==> src/rtl/therm_decoder_8x256.sv <==
// Binary-to-thermometer decoder, fed by a valid/ready code stream or an
// internal lo..hi sweep with per-code hold; drives ADC comparator stimulus.
//
// Ports:
//   clk, rst_n                 clock, async active-low reset
//   in_code/in_valid/in_ready  direct-mode code stream
//   sweep_start/sweep_abort    sweep control
//   sweep_lo/hi/step           sweep range, sampled at start
//   therm_out/code_out         registered thermometer bus and its code
//   out_valid                  pulse when therm_out takes a new code
//   sweep_busy/sweep_done      sweep status
module therm_decoder_8x256 #(
  parameter int CODE_W      = 8,
  parameter int HOLD_CYCLES = 4
) (
  input  logic                   clk,
  input  logic                   rst_n,
  input  logic [CODE_W-1:0]      in_code,
  input  logic                   in_valid,
  output logic                   in_ready,
  input  logic                   sweep_start,
  input  logic                   sweep_abort,
  input  logic [CODE_W-1:0]      sweep_lo,
  input  logic [CODE_W-1:0]      sweep_hi,
  input  logic [CODE_W-1:0]      sweep_step,
  output logic [2**CODE_W-1:0]   therm_out,
  output logic [CODE_W-1:0]      code_out,
  output logic                   out_valid,
  output logic                   sweep_busy,
  output logic                   sweep_done
);

  localparam int THERM_W = 2**CODE_W;
  localparam int HOLD_W  =
    (HOLD_CYCLES > 1) ? $clog2(HOLD_CYCLES) : 1;
  localparam logic [HOLD_W-1:0] HOLD_LAST =
    HOLD_W'(HOLD_CYCLES - 1);

  typedef enum logic [1:0] {
    IDLE,
    SWEEP,
    DONE
  } state_t;

  state_t              state_q;
  state_t              state_d;
  logic [CODE_W-1:0]   code_q;
  logic [CODE_W-1:0]   code_d;
  logic [THERM_W-1:0]  therm_q;
  logic [THERM_W-1:0]  therm_d;
  logic                load;
  logic [CODE_W-1:0]   hi_q;
  logic [CODE_W-1:0]   hi_d;
  logic [CODE_W-1:0]   step_q;
  logic [CODE_W-1:0]   step_d;
  logic [HOLD_W-1:0]   hold_q;
  logic [HOLD_W-1:0]   hold_d;
  logic                vld_q;
  logic [CODE_W:0]     nxt;
  logic                hold_end;

  // One extra bit so a step past the top code is seen as overflow
  // rather than wrapping back into range.
  assign nxt      = {1'b0, code_q} + {1'b0, step_q};
  assign hold_end = (hold_q == HOLD_LAST);

  always_comb begin
    state_d = state_q;
    code_d  = code_q;
    hi_d    = hi_q;
    step_d  = step_q;
    hold_d  = hold_q;
    load    = 1'b0;
    unique case (1'b1)
      (state_q == IDLE): begin
        if (sweep_start) begin
          state_d = SWEEP;
          hi_d    = sweep_hi;
          step_d  = (sweep_step == '0) ?
                    CODE_W'(1) : sweep_step;
          code_d  = sweep_lo;
          hold_d  = '0;
          load    = 1'b1;
        end else if (in_valid) begin
          code_d = in_code;
          load   = 1'b1;
        end
      end
      (state_q == SWEEP): begin
        if (sweep_abort) begin
          state_d = IDLE;
        end else if (hold_end) begin
          hold_d = '0;
          if (nxt > {1'b0, hi_q}) begin
            state_d = DONE;
          end else begin
            code_d = nxt[CODE_W-1:0];
            load   = 1'b1;
          end
        end else begin
          hold_d = hold_q + HOLD_W'(1);
        end
      end
      default: begin
        state_d = IDLE;
      end
    endcase
  end

  always_comb begin
    therm_d = '0;
    for (int j = 0; j < THERM_W; j++) begin
      therm_d[j] = (j <= int'(code_d));
    end
  end

  always_ff @(posedge clk or negedge rst_n) begin
    if (!rst_n) begin
      state_q <= IDLE;
      code_q  <= '0;
      therm_q <= '0;
      vld_q   <= 1'b0;
      hi_q    <= '0;
      step_q  <= '0;
      hold_q  <= '0;
    end else begin
      state_q <= state_d;
      code_q  <= code_d;
      vld_q   <= load;
      hi_q    <= hi_d;
      step_q  <= step_d;
      hold_q  <= hold_d;
      if (load) begin
        therm_q <= therm_d;
      end
    end
  end

  assign in_ready   = (state_q == IDLE) && !sweep_start;
  assign therm_out  = therm_q;
  assign code_out   = code_q;
  assign out_valid  = vld_q;
  assign sweep_busy = (state_q == SWEEP);
  assign sweep_done = (state_q == DONE);

endmodule

==> config.mk <==
export PLATFORM = sky130hd
export DESIGN_NAME = therm_decoder_8x256
export DESIGN_NICKNAME = d
export VERILOG_FILES = /design/src/rtl/therm_decoder_8x256.sv
export SDC_FILE = /design/constraint.sdc
export NUM_CORES = 1
export LEC_CHECK = 0
export ABC_AREA = 1
export ABC_CLOCK_PERIOD_IN_PS = 7100
export CAP_MARGIN = 25
export CELL_PAD_IN_SITES_DETAIL_PLACEMENT = 2
export CELL_PAD_IN_SITES_GLOBAL_PLACEMENT = 2
export CORE_MARGIN = 1
export CORE_UTILIZATION = 32
export CTS_CLUSTER_SIZE = 25
export DETAILED_ROUTE_END_ITERATION = 10
export PLACE_DENSITY = 0.94
export REMOVE_ABC_BUFFERS = 1
export SYNTH_ARGS = -nofsm -noshare
export SYNTH_HDL_FRONTEND = slang
export SYNTH_SLANG_ARGS = --single-unit
==> constraint.sdc <==
create_clock -name clk -period 7.1 [get_ports clk]
set_input_delay 1.065 -clock clk [delete_from_list [all_inputs] [get_ports clk]]
set_output_delay 1.065 -clock clk [all_outputs]
set_load 0.01 [all_outputs]
==> reports/results.ini, run 1 <==
[worst_setup_path]
cp-end-kind = register
reg2reg_to = therm_out[89]$_DFFE_PN0P_
crit_top_cell = nand2_1
crit_family = simple AND/OR/NAND/NOR gates
criticalPathCategory = reg -> reg
cp_slowest_cell = buf_4
critical_path.max_fanout = 57
cp_num_buf_inv = 6
cpPeakStageDelay_ns = 0.62
r2r-start = code_out[0]$_DFF_PN0_
ff2ff_path_depth = 27
start_kind = register
rrSetupSlack_ns = 1.70
cp.required_ns = 7.57
arrival_ns = 5.88

[finish]
multiInputGateArea_um2 = 5498
utilization = 0.4382
diodes = 0
layout.area.seq_um2 = 7132
drive_gt1_frac = 0.08524
area_delta_synth_final_pct = 34.59
fin_nets = 1957
fillers = 4519

[power]
p_per_area_nw_per_um2 = 522.8
switching_share = 0.4565
p_int_mw = 5.095
ir_drop_v = 0.0002342
p_leak_nw = 8.346
combPwrFrac = 0.503
finalPower_mw = 9.376
power.share.sequential = 0.305
p_clk_frac = 0.192
p_switching_mw = 4.280

[min_path]
worstHoldPathType = reg -> reg
hold_path_depth = 2
whs_endpoint = therm_out[106]$_DFFE_PN0P_
hold_start = therm_out[106]$_DFFE_PN0P_

[routing]
vias = 13320
dr.pass1.iters = 4
via_per_inst = 5.423
wl_per_cell_um = 26.12
drt-total-wl_um = 64150
antenna_left = 0
drc = 0
drt-initial-drc-count = 796

[timing]
rsz0062_at_grt = no
finClkSkew_ns = 0.02205
fmax_mhz = 185.2
layout_min_cycle_time_ns = 5.400
setup_viol = 0
whs_ns = 0.4845
max-slew-margin-rel = 0.3608
worst_pin_slew_ns = 0.9589
hold_viol_final = 0
fin_crit_sh = 0.7606
maxSlewViolCount = 0

[global_route]
grt_pass1_vias = 14900
grt_max_degree = 175
use_met1 = 0.3820
use_met2 = 0.5087
overflow = 0
antenna_found_initial = 0
grt_pass1_wl_um = 96060
grtUsageMet3 = 0.04273
grt_usage = 0.3062
globalRoute.busiestLayer = met2

[floorplan]
start_util = 0.3256
fp.dieH_um = 206.1
io_pins = 305
die-area_um2 = 42460
die_w_um = 206.1
core_um2 = 40920
row_count = 74

[cts]
clockBufferDepth = 3
cts.sinks = 285
clkTransAtPathRegs_ns = 0.06
hold_buffers = 0
cts_setup_buffers = 0
cts-root-buf = clkbuf_16
cts-resized-gates = 0
cts_max_level = 2
clk_latency_ns = 0.55
numCtsBuffers = 35
cts_tree = built

[yosys]
synth_warnings = 0
ys_seq_area_frac = 0.5353
synth-seq-cells = 285
avgSynthCellArea_um2 = 8.245
synth_area_leader_cell = dfrtp_1
synth_top_area_frac = 0.5353
synthTopCellsByArea = dfrtp_1, nand2_1, nand3_1
yosys.cell_types.count = 50
yosys_most_used_dff = dfrtp_1
syn-cell-area_um2 = 13320
synth.most_common_cell = nand2_1
synth_common_cells = nand2_1, dfrtp_1, nor2_1
postSynthCellCount = 1616
synth_edf_count = 0
synthArstFlopShare = 1.000

[placed_design]
hpwl_um = 45200
gp_congestion = 0.8906
io_buffers = 304

[status]
status = completed

[job]
maxCapViolations = 0

==> registers in the layout, summed over array words and instances, names as in the netlist <==
name	flops
hi_q	8
out_valid	1
code_out	8
state_q	2
therm_out	256
step_q	8
hold_q	2
==> worst reg2reg max path, delay by kind of cell, from the launching register on <==
family / cells / cell delay, ns
simple gates: 16 / 2.12
compound gates: 2 / 0.37
buf+inv: 6 / 1.52
fa+ha+maj: 3 / 0.92
flops: 1 / 0.40
==> layer usage <==
layer / up-vias / wire length (µm)
met5: - / 0
met4: 0 / 3379
met3: 185 / 3425
met1: 6807 / 26450
li1: 5759 / -
met2: 567 / 30900
==> worst max path at each step <==
stage | start | endpoint | cells after the start
6_report | code_out[0]$_DFF_PN0_ | therm_out[89]$_DFFE_PN0P_ | 27
2_1_floorplan | code_out[0]$_DFF_PN0_ | therm_out[207]$_DFFE_PN0P_ | 27
3_5_place_dp | code_out[0]$_DFF_PN0_ | therm_out[89]$_DFFE_PN0P_ | 27
5_1_grt | code_out[0]$_DFF_PN0_ | therm_out[89]$_DFFE_PN0P_ | 27
3_3_place_gp | code_out[0]$_DFF_PN0_ | therm_out[89]$_DFFE_PN0P_ | 27
4_1_cts | code_out[0]$_DFF_PN0_ | therm_out[89]$_DFFE_PN0P_ | 27
==> cell families (layout without fill, tap and decap cells) <==
kind of cell,count (synthesis),in the layout,share of synthesized area
AND/OR/NAND/NOR,932,932,0.2997
flip-flops,285,285,0.5353
AO/OA/AOI/OAI,214,214,0.09287
adder cells (fa/ha/maj),18,18,0.01747
XOR/XNOR,3,3,0.001972
buffers and inverters,164,472,0.05268
==> final cells by class <==
type,instances,area share
Sequential cell,285,0.3977
Multi-Input combinational cell,1167,0.3066
Timing Repair Buffer,313,0.1751
Clock buffer,52,0.05854
Tap cell,532,0.03712
Inverter,100,0.02135
Clock inverter,7,0.003558
==> cells in the final DEF (no fill, tap or decap), types with 35 or more instances in the layout <==
cell type,count
dfrtp_1,285
nand2_1,578
a21oi_1,55
nor2_1,141
clkbuf_16,35
clkdlybuf4s50_1,303
o21ai_1,41
inv_1,80
nand3_1,117
o21ai_0,72
==> power groups by stage <==
| stage | clock [mW] | combinational, mW | sequential, mW |
|---|---|---|---|
| global placement | 0 | 4.39 | 2.82 |
| CTS | 1.82 | 4.72 | 2.86 |
| floorplan | 0 | 1.96 | 2.92 |
| detailed placement | 0 | 4.62 | 2.86 |
| finish | 1.80 | 4.71 | 2.86 |
| global route | 1.88 | 5.06 | 2.91 |
==> stage by stage <==
step | setup WS, ns | cell area, µm² | std cells | setup TNS [ns]
floorplan | -3.666 | 13000 | 1552 | -686.54
global placement | 2.065 | 16820 | 2397 | 0
detailed placement | 1.781 | 16820 | 2397 | 0
CTS | 1.740 | 17930 | 2456 | 0
global route | 1.282 | 17930 | 2456 | 0
finish | 1.700 | 17930 | 2456 | 0
(Power assumes the default switching activity.)
==> run 2, diff against run 1 <==
--- a/config.mk
+++ b/config.mk
@@ -6,15 +6,15 @@
 export NUM_CORES = 1
 export LEC_CHECK = 0
 export ABC_AREA = 1
-export ABC_CLOCK_PERIOD_IN_PS = 7100
+export ABC_CLOCK_PERIOD_IN_PS = 4700
 export CAP_MARGIN = 25
 export CELL_PAD_IN_SITES_DETAIL_PLACEMENT = 2
 export CELL_PAD_IN_SITES_GLOBAL_PLACEMENT = 2
 export CORE_MARGIN = 1
-export CORE_UTILIZATION = 32
+export CORE_UTILIZATION = 26
 export CTS_CLUSTER_SIZE = 25
 export DETAILED_ROUTE_END_ITERATION = 10
-export PLACE_DENSITY = 0.94
+export PLACE_DENSITY = 0.82
 export REMOVE_ABC_BUFFERS = 1
 export SYNTH_ARGS = -nofsm -noshare
 export SYNTH_HDL_FRONTEND = slang
==> constraint.sdc (replaced) <==
create_clock -name clk -period 4.7 [get_ports clk]
set_input_delay 0.705 -clock clk [delete_from_list [all_inputs] [get_ports clk]]
set_output_delay 0.705 -clock clk [all_outputs]
set_load 0.01 [all_outputs]
==> run 2 against run 1 <==
Against the previous run:
- worst hold slack got worse by 0.25 ns
- combinational power up 62%
- wire length is 1.7% higher
- clock power is 61% higher
- via count decreased by 0.23%
- critical endpoint is now therm_out[209]$_DFFE_PN0P_
- largest cell class unchanged
==> reports/results.ini, run 2 (synthesized netlist as in run 1, its figures left out) <==
[status]
status = completed  ; unchanged

[global_route]
antenna_found_initial = 1  ; was 0
grt_pass1_vias = 14860  ; was 14900
overflow = 0  ; unchanged
grt_usage = 0.2494  ; was 0.3062
grt_pass1_wl_um = 97480  ; was 96060 µm
grt_max_degree = 123  ; was 175

[cts]
cts_max_level = 2  ; unchanged
cts_tree = built  ; unchanged
numCtsBuffers = 36  ; was 35
clk_latency_ns = 0.56  ; was 0.55 ns
cts.sinks = 285  ; unchanged
hold_buffers = 0  ; unchanged
clockBufferDepth = 3  ; unchanged
cts-root-buf = clkbuf_16  ; unchanged
clkTransAtPathRegs_ns = 0.06  ; about the same

[routing]
dr.pass1.iters = 5  ; was 4
via_per_inst = 4.986  ; was 5.423
antenna_left = 0  ; unchanged
drc = 0  ; unchanged
wl_per_cell_um = 24.48  ; was 26.12 µm
drt-total-wl_um = 65250  ; was 64150 µm
drt-initial-drc-count = 919  ; was 796
vias = 13290  ; was 13320

[finish]
area_delta_synth_final_pct = 41.64  ; was 34.59%
final_cell_mix = nand2_1, clkdlybuf4s50_1, dfrtp_1  ; unchanged
layout.area.seq_um2 = 7132  ; unchanged
fin_nets = 2023  ; was 1957
drive_gt1_frac = 0.1269  ; was 0.08524
multiInputGateArea_um2 = 5629  ; was 5498 µm²
final_common_cell = nand2_1  ; unchanged
diodes = 0  ; unchanged
largest_reg_flops = 256  ; unchanged
fillers = 5585  ; was 4519
utilization = 0.3746  ; was 0.4382

[timing]
setup_viol = 0  ; unchanged
finClkSkew_ns = 0.01880  ; was 0.02205 ns
layout_min_cycle_time_ns = 4.448  ; was 5.400 ns
hold_viol_final = 0  ; unchanged
maxSlewViolCount = 0  ; unchanged
worst_pin_slew_ns = 1.066  ; was 0.9589 ns
fin_crit_sh = 0.9465  ; was 0.7606
fmax_mhz = 224.8  ; was 185.2 MHz
rsz0062_at_grt = yes  ; was no
max-slew-margin-rel = 0.2895  ; was 0.3608
whs_ns = 0.2332  ; was 0.4845 ns

[floorplan]
fp.dieH_um = 228.4  ; was 206.1 µm
start_util = 0.2645  ; was 0.3256
core_um2 = 50380  ; was 40920 µm²
io_pins = 305  ; unchanged
die_w_um = 228.4  ; was 206.1 µm
die-area_um2 = 52160  ; was 42460 µm²
row_count = 82  ; was 74

[worst_setup_path]
critical_path.max_fanout = 10  ; was 57
cpPeakStageDelay_ns = 0.48  ; was 0.62 ns
crit_path_start = code_out[1]$_DFF_PN0_  ; was code_out[0]$_DFF_PN0_
criticalPathCategory = reg -> reg  ; unchanged
cp-end-kind = register  ; unchanged
cp.required_ns = 5.10  ; was 7.57 ns
crit_top_cell = nand2_1  ; unchanged
cp_slowest_cell = fa_1  ; was buf_4
start_kind = register  ; unchanged
r2r-start = code_out[1]$_DFF_PN0_  ; was code_out[0]$_DFF_PN0_
arrival_ns = 4.85  ; was 5.88 ns

[power]
p_per_area_nw_per_um2 = 784.0  ; was 522.8 nW/µm²
ir_drop_v = 0.0002868  ; was 0.0002342 V
p_leak_nw = 8.751  ; was 8.346 nW

[job]
maxCapViolations = 0  ; unchanged

[placed_design]
hpwl_um = 48280  ; was 45200 µm
gp_congestion = 0.8920  ; was 0.8906
io_buffers = 304  ; unchanged

[min_path]
worstHoldPathType = in -> async  ; was reg -> reg

-- run 2: per-layer routing --
metal	track usage	vias up	routed length, µm
li1	-	5895	-
met1	0.3139	6878	27490
met2	0.4179	395	31560
met3	0.04691	117	3631
met4	0.1051	2	2559
met5	0	-	8
-- run 2: through the flow --
stage | power (mW) | worst slack (ns) | area [µm²] | TNS [ns] | cells
2_1_floorplan | 7.367 | -6.066 | 13000 | -1256.09 | 1552
3_3_place_gp | 11.45 | 0.03563 | 17430 | 0 | 2592
3_5_place_dp | 11.69 | -0.09808 | 17430 | -0.2561 | 2592
4_1_cts | 14.75 | 0.01417 | 18670 | 0 | 2655
5_1_grt | 15.60 | -0.03676 | 18870 | -0.3421 | 2665
6_report | 14.80 | 0.2517 | 18870 | 0 | 2665
-- run 2: final timing paths --
path,to,slack [ns],cells past startpoint
hold reg to reg,therm_out[69]$_DFFE_PN0P_,0.48,2
min in group clk,therm_out[69]$_DFFE_PN0P_,0.48,2
setup / recovery,therm_out[209]$_DFFE_PN0P_,0.25,28
max in group asynchronous,therm_out[31]$_DFFE_PN0P_,3.30,2
setup reg to reg,therm_out[209]$_DFFE_PN0P_,0.25,28
hold / removal,therm_out[12]$_DFFE_PN0P_,0.23,1
-- run 2: area by class of cell --
| cell class | count | area share |
|---|---|---|
| Sequential cell | 285 | 0.3779 |
| Multi-Input combinational cell | 1167 | 0.2983 |
| Timing Repair Buffer | 378 | 0.1936 |
| Clock buffer | 46 | 0.05357 |
| Tap cell | 672 | 0.04455 |
| Inverter | 100 | 0.02102 |
| Clock inverter | 17 | 0.01107 |
-- run 2: timing repair --
item                       4_1_cts  5_1_grt
resized for setup                4       37
buffers inserted                 0       10
cloned                           0        0
pin swaps                        0        5
setup endpoints to repair        7      188
-- run 2: critical path: cells and delay by family (launching register included) --
| family | cells | cell delay [ns] |
|---|---|---|
| and+or+nand+nor | 19 | 1.97 |
| buffers and inverters | 6 | 0.74 |
| AOI/OAI and AO/OA | 1 | 0.33 |
| adders and majority gates | 2 | 0.78 |
| DFF | 1 | 0.47 |
-- run 2: power by group --
group	internal [mW]	switching [mW]	total (mW)	leakage, nW
logic	2.98	4.66	7.64	4.62
clock network	1.75	1.15	2.90	0.605
registers	3.44	0.806	4.25	3.53
total	8.18	6.62	14.8	8.75
==> run 3, diff against run 2 <==
--- a/config.mk
+++ b/config.mk
@@ -16,6 +16,8 @@
 export DETAILED_ROUTE_END_ITERATION = 10
 export PLACE_DENSITY = 0.82
 export REMOVE_ABC_BUFFERS = 1
+export SETUP_SLACK_MARGIN = 0.5
+export SLEW_MARGIN = 10
 export SYNTH_ARGS = -nofsm -noshare
 export SYNTH_HDL_FRONTEND = slang
 export SYNTH_SLANG_ARGS = --single-unit
==> run 3 against run 2 <==
Against the previous run:
- flip-flop and latch count unchanged
- combinational power up 13%
- wire length up 5.2%
- cell area up 5.5%
- largest power group unchanged
- die area unchanged
- sequential power about the same
- via count up 3.6%
- utilization up 2.0 points
- clock-buffer cell count unchanged
- fmax up 5.2%
==> reports/results.ini, run 3 (synthesized netlist as in run 1, its figures left out) <==
[status]
status = completed  ; unchanged

[cts]
cts_max_level = 2  ; unchanged
clkTransAtPathRegs_ns = 0.06  ; about the same
clockBufferDepth = 3  ; unchanged
numCtsBuffers = 36  ; unchanged
clk_latency_ns = 0.56  ; about the same
cts_tree = built  ; unchanged
cts.sinks = 285  ; unchanged
cts-root-buf = clkbuf_16  ; unchanged

[finish]
diodes = 0  ; unchanged
fillers = 5463  ; was 5585
drive_gt1_frac = 0.1775  ; was 0.1269
final_common_cell = nand2_1  ; unchanged
multiInputGateArea_um2 = 6152  ; was 5629 µm²
final_cell_mix = nand2_1, clkdlybuf4s50_1, dfrtp_1  ; unchanged
area_delta_synth_final_pct = 49.38  ; was 41.64%
fin_area_um2 = 19900  ; was 18870 µm²
largest_reg_flops = 256  ; unchanged
fin_nets = 2070  ; was 2023
layout.area.seq_um2 = 7133  ; was 7132 µm²

[timing]
setup_viol = 0  ; unchanged
worst_pin_slew_ns = 1.059  ; was 1.066 ns
whs_ns = 0.2340  ; was 0.2332 ns
fin_crit_sh = 0.8999  ; was 0.9465
hold_viol_final = 0  ; unchanged
max-slew-margin-rel = 0.2940  ; was 0.2895
fmax_mhz = 236.4  ; was 224.8 MHz
maxSlewViolCount = 0  ; unchanged
layout_min_cycle_time_ns = 4.229  ; was 4.448 ns
rsz0062_at_grt = yes  ; unchanged
finClkSkew_ns = 0.02260  ; was 0.01880 ns

[floorplan]
die-area_um2 = 52160  ; unchanged
die_w_um = 228.4  ; unchanged
row_count = 82  ; unchanged
io_pins = 305  ; unchanged
fp.dieH_um = 228.4  ; unchanged
start_util = 0.2645  ; unchanged
core_um2 = 50380  ; unchanged

[power]
combPwrFrac = 0.546  ; was 0.517
ir_drop_v = 0.0002921  ; was 0.0002868 V
power.share.sequential = 0.270  ; was 0.287
p_switching_mw = 7.134  ; was 6.619 mW
p_int_mw = 8.647  ; was 8.177 mW
p_clk_frac = 0.184  ; was 0.196
p_leak_nw = 9.149  ; was 8.751 nW
switching_share = 0.4520  ; was 0.4474
p_per_area_nw_per_um2 = 792.9  ; was 784.0 nW/µm²

[worst_setup_path]
crit_top_cell = nand2_1  ; unchanged
cp_slowest_cell = dfrtp_2  ; was fa_1
start_kind = register  ; unchanged
crit_path_start = code_out[1]$_DFF_PN0_  ; unchanged
r2r-start = code_out[1]$_DFF_PN0_  ; unchanged
crit_chain = buf_4 > ha_2 > nand3_1 > nand2_2 > nand3_1 > nand2_1 > nand2_1 > nand2_1 > inv_1 > ha_1 > nand4_1 > nand2_4 > nand3_4 > nand2_4 > nand3_4 > a21oi_4 > nand2_1 > nor2_1 > nand2_2 > o21ai_1
critical_path.max_fanout = 8  ; was 10
cp.required_ns = 5.15  ; was 5.10 ns
cpPeakStageDelay_ns = 0.43  ; was 0.48 ns
cp-end-kind = register  ; unchanged
arrival_ns = 4.68  ; was 4.85 ns
criticalPathCategory = reg -> reg  ; unchanged

[routing]
antenna_left = 0  ; unchanged
dr.pass1.iters = 5  ; unchanged
drt-initial-drc-count = 891  ; was 919
via_per_inst = 5.077  ; was 4.986
vias = 13770  ; was 13290
drc = 0  ; unchanged
wl_per_cell_um = 25.32  ; was 24.48 µm
drt-total-wl_um = 68660  ; was 65250 µm

[placed_design]
io_buffers = 304  ; unchanged
dpl-instance-area_um2 = 17430  ; unchanged
gp_congestion = 0.8920  ; unchanged
hpwl_um = 48280  ; unchanged

[global_route]
overflow = 0  ; unchanged
grt_usage = 0.2534  ; was 0.2494
grt_pass1_wl_um = 99170  ; was 97480 µm
grt_max_degree = 123  ; unchanged
antenna_found_initial = 0  ; was 1
grt_pass1_vias = 15110  ; was 14860

[min_path]
worstHoldPathType = in -> async  ; unchanged

[job]
maxCapViolations = 0  ; unchanged

[run 3: cell types whose count changed in the layout (fill, tap and decap cells not counted), sizes merged]
| cell | change |
|---|---|
| buf | +46 |
| clkinv | +2 |
| clkinvlp | -1 |
| inv | -1 |
| nand2 | +1 |
[run 3: cell type report]
type | instances | area share
flip-flops and latches | 285 | 0.3584
multi-input cells | 1168 | 0.3091
repair buffers | 424 | 0.2083
clock buffers | 46 | 0.05079
well taps | 672 | 0.04224
inverters | 100 | 0.02074
clock inverters | 17 | 0.01050
[run 3: metal layers]
layer / track usage / routed length (µm) / up-vias
met2: 0.4254 / 33060 / 465
li1: - / - / 6016
met4: 0.1120 / 3106 / 0
met1: 0.3174 / 28900 / 7138
met3: 0.04591 / 3593 / 151
met5: 0 / 0 / -
[run 3: critical path, delay by kind of cell, from the launching register on]
kind / cells / cell delay (ns)
AND/OR/NAND/NOR: 14 / 2.26
adder cells (fa/ha/maj): 2 / 0.61
flip-flops: 1 / 0.43
buffers and inverters: 2 / 0.24
AO/OA/AOI/OAI: 2 / 0.58
[run 3: what timing repair did]
action / CTS / global route
pin swaps: 15 / 37
hold buffers: 0 / 0
buffers inserted: 25 / 31
endpoints found under the setup margin: 247 / 255
resized for setup: 67 / 123
gates cloned: 1 / 0
[run 3: final timing paths]
kind / end / slack (ns) / depth (start not counted)
max: therm_out[242]$_DFFE_PN0P_ / 0.47 / 20
min: therm_out[12]$_DFFE_PN0P_ / 0.23 / 1
max reg2reg: therm_out[242]$_DFFE_PN0P_ / 0.47 / 20
min reg2reg: therm_out[69]$_DFFE_PN0P_ / 0.48 / 2
max in group asynchronous: therm_out[118]$_DFFE_PN0P_ / 3.29 / 2
min in group clk: therm_out[69]$_DFFE_PN0P_ / 0.48 / 2
[run 3: through the flow]
stage	std cells	power, mW	util	setup slack [ns]	setup TNS, ns
finish	2712	15.78	0.3951	0.4707	0
detailed placement	2592	11.69	0.3460	-0.09808	-0.2561
global placement	2592	11.45	0.3460	0.03563	0
floorplan	1552	7.367	-	-6.066	-1256.09
CTS	2681	15.12	0.3805	0.4683	0
global route	2712	16.55	0.3951	0.3265	0
[run 3: power groups by stage]
stage	clock network (mW)	logic (mW)	registers, mW
floorplan	0	2.96	4.41
global placement	0	7.20	4.25
global route	3.04	9.17	4.34
detailed placement	0	7.42	4.26
finish	2.90	8.62	4.26
CTS	2.96	7.91	4.25
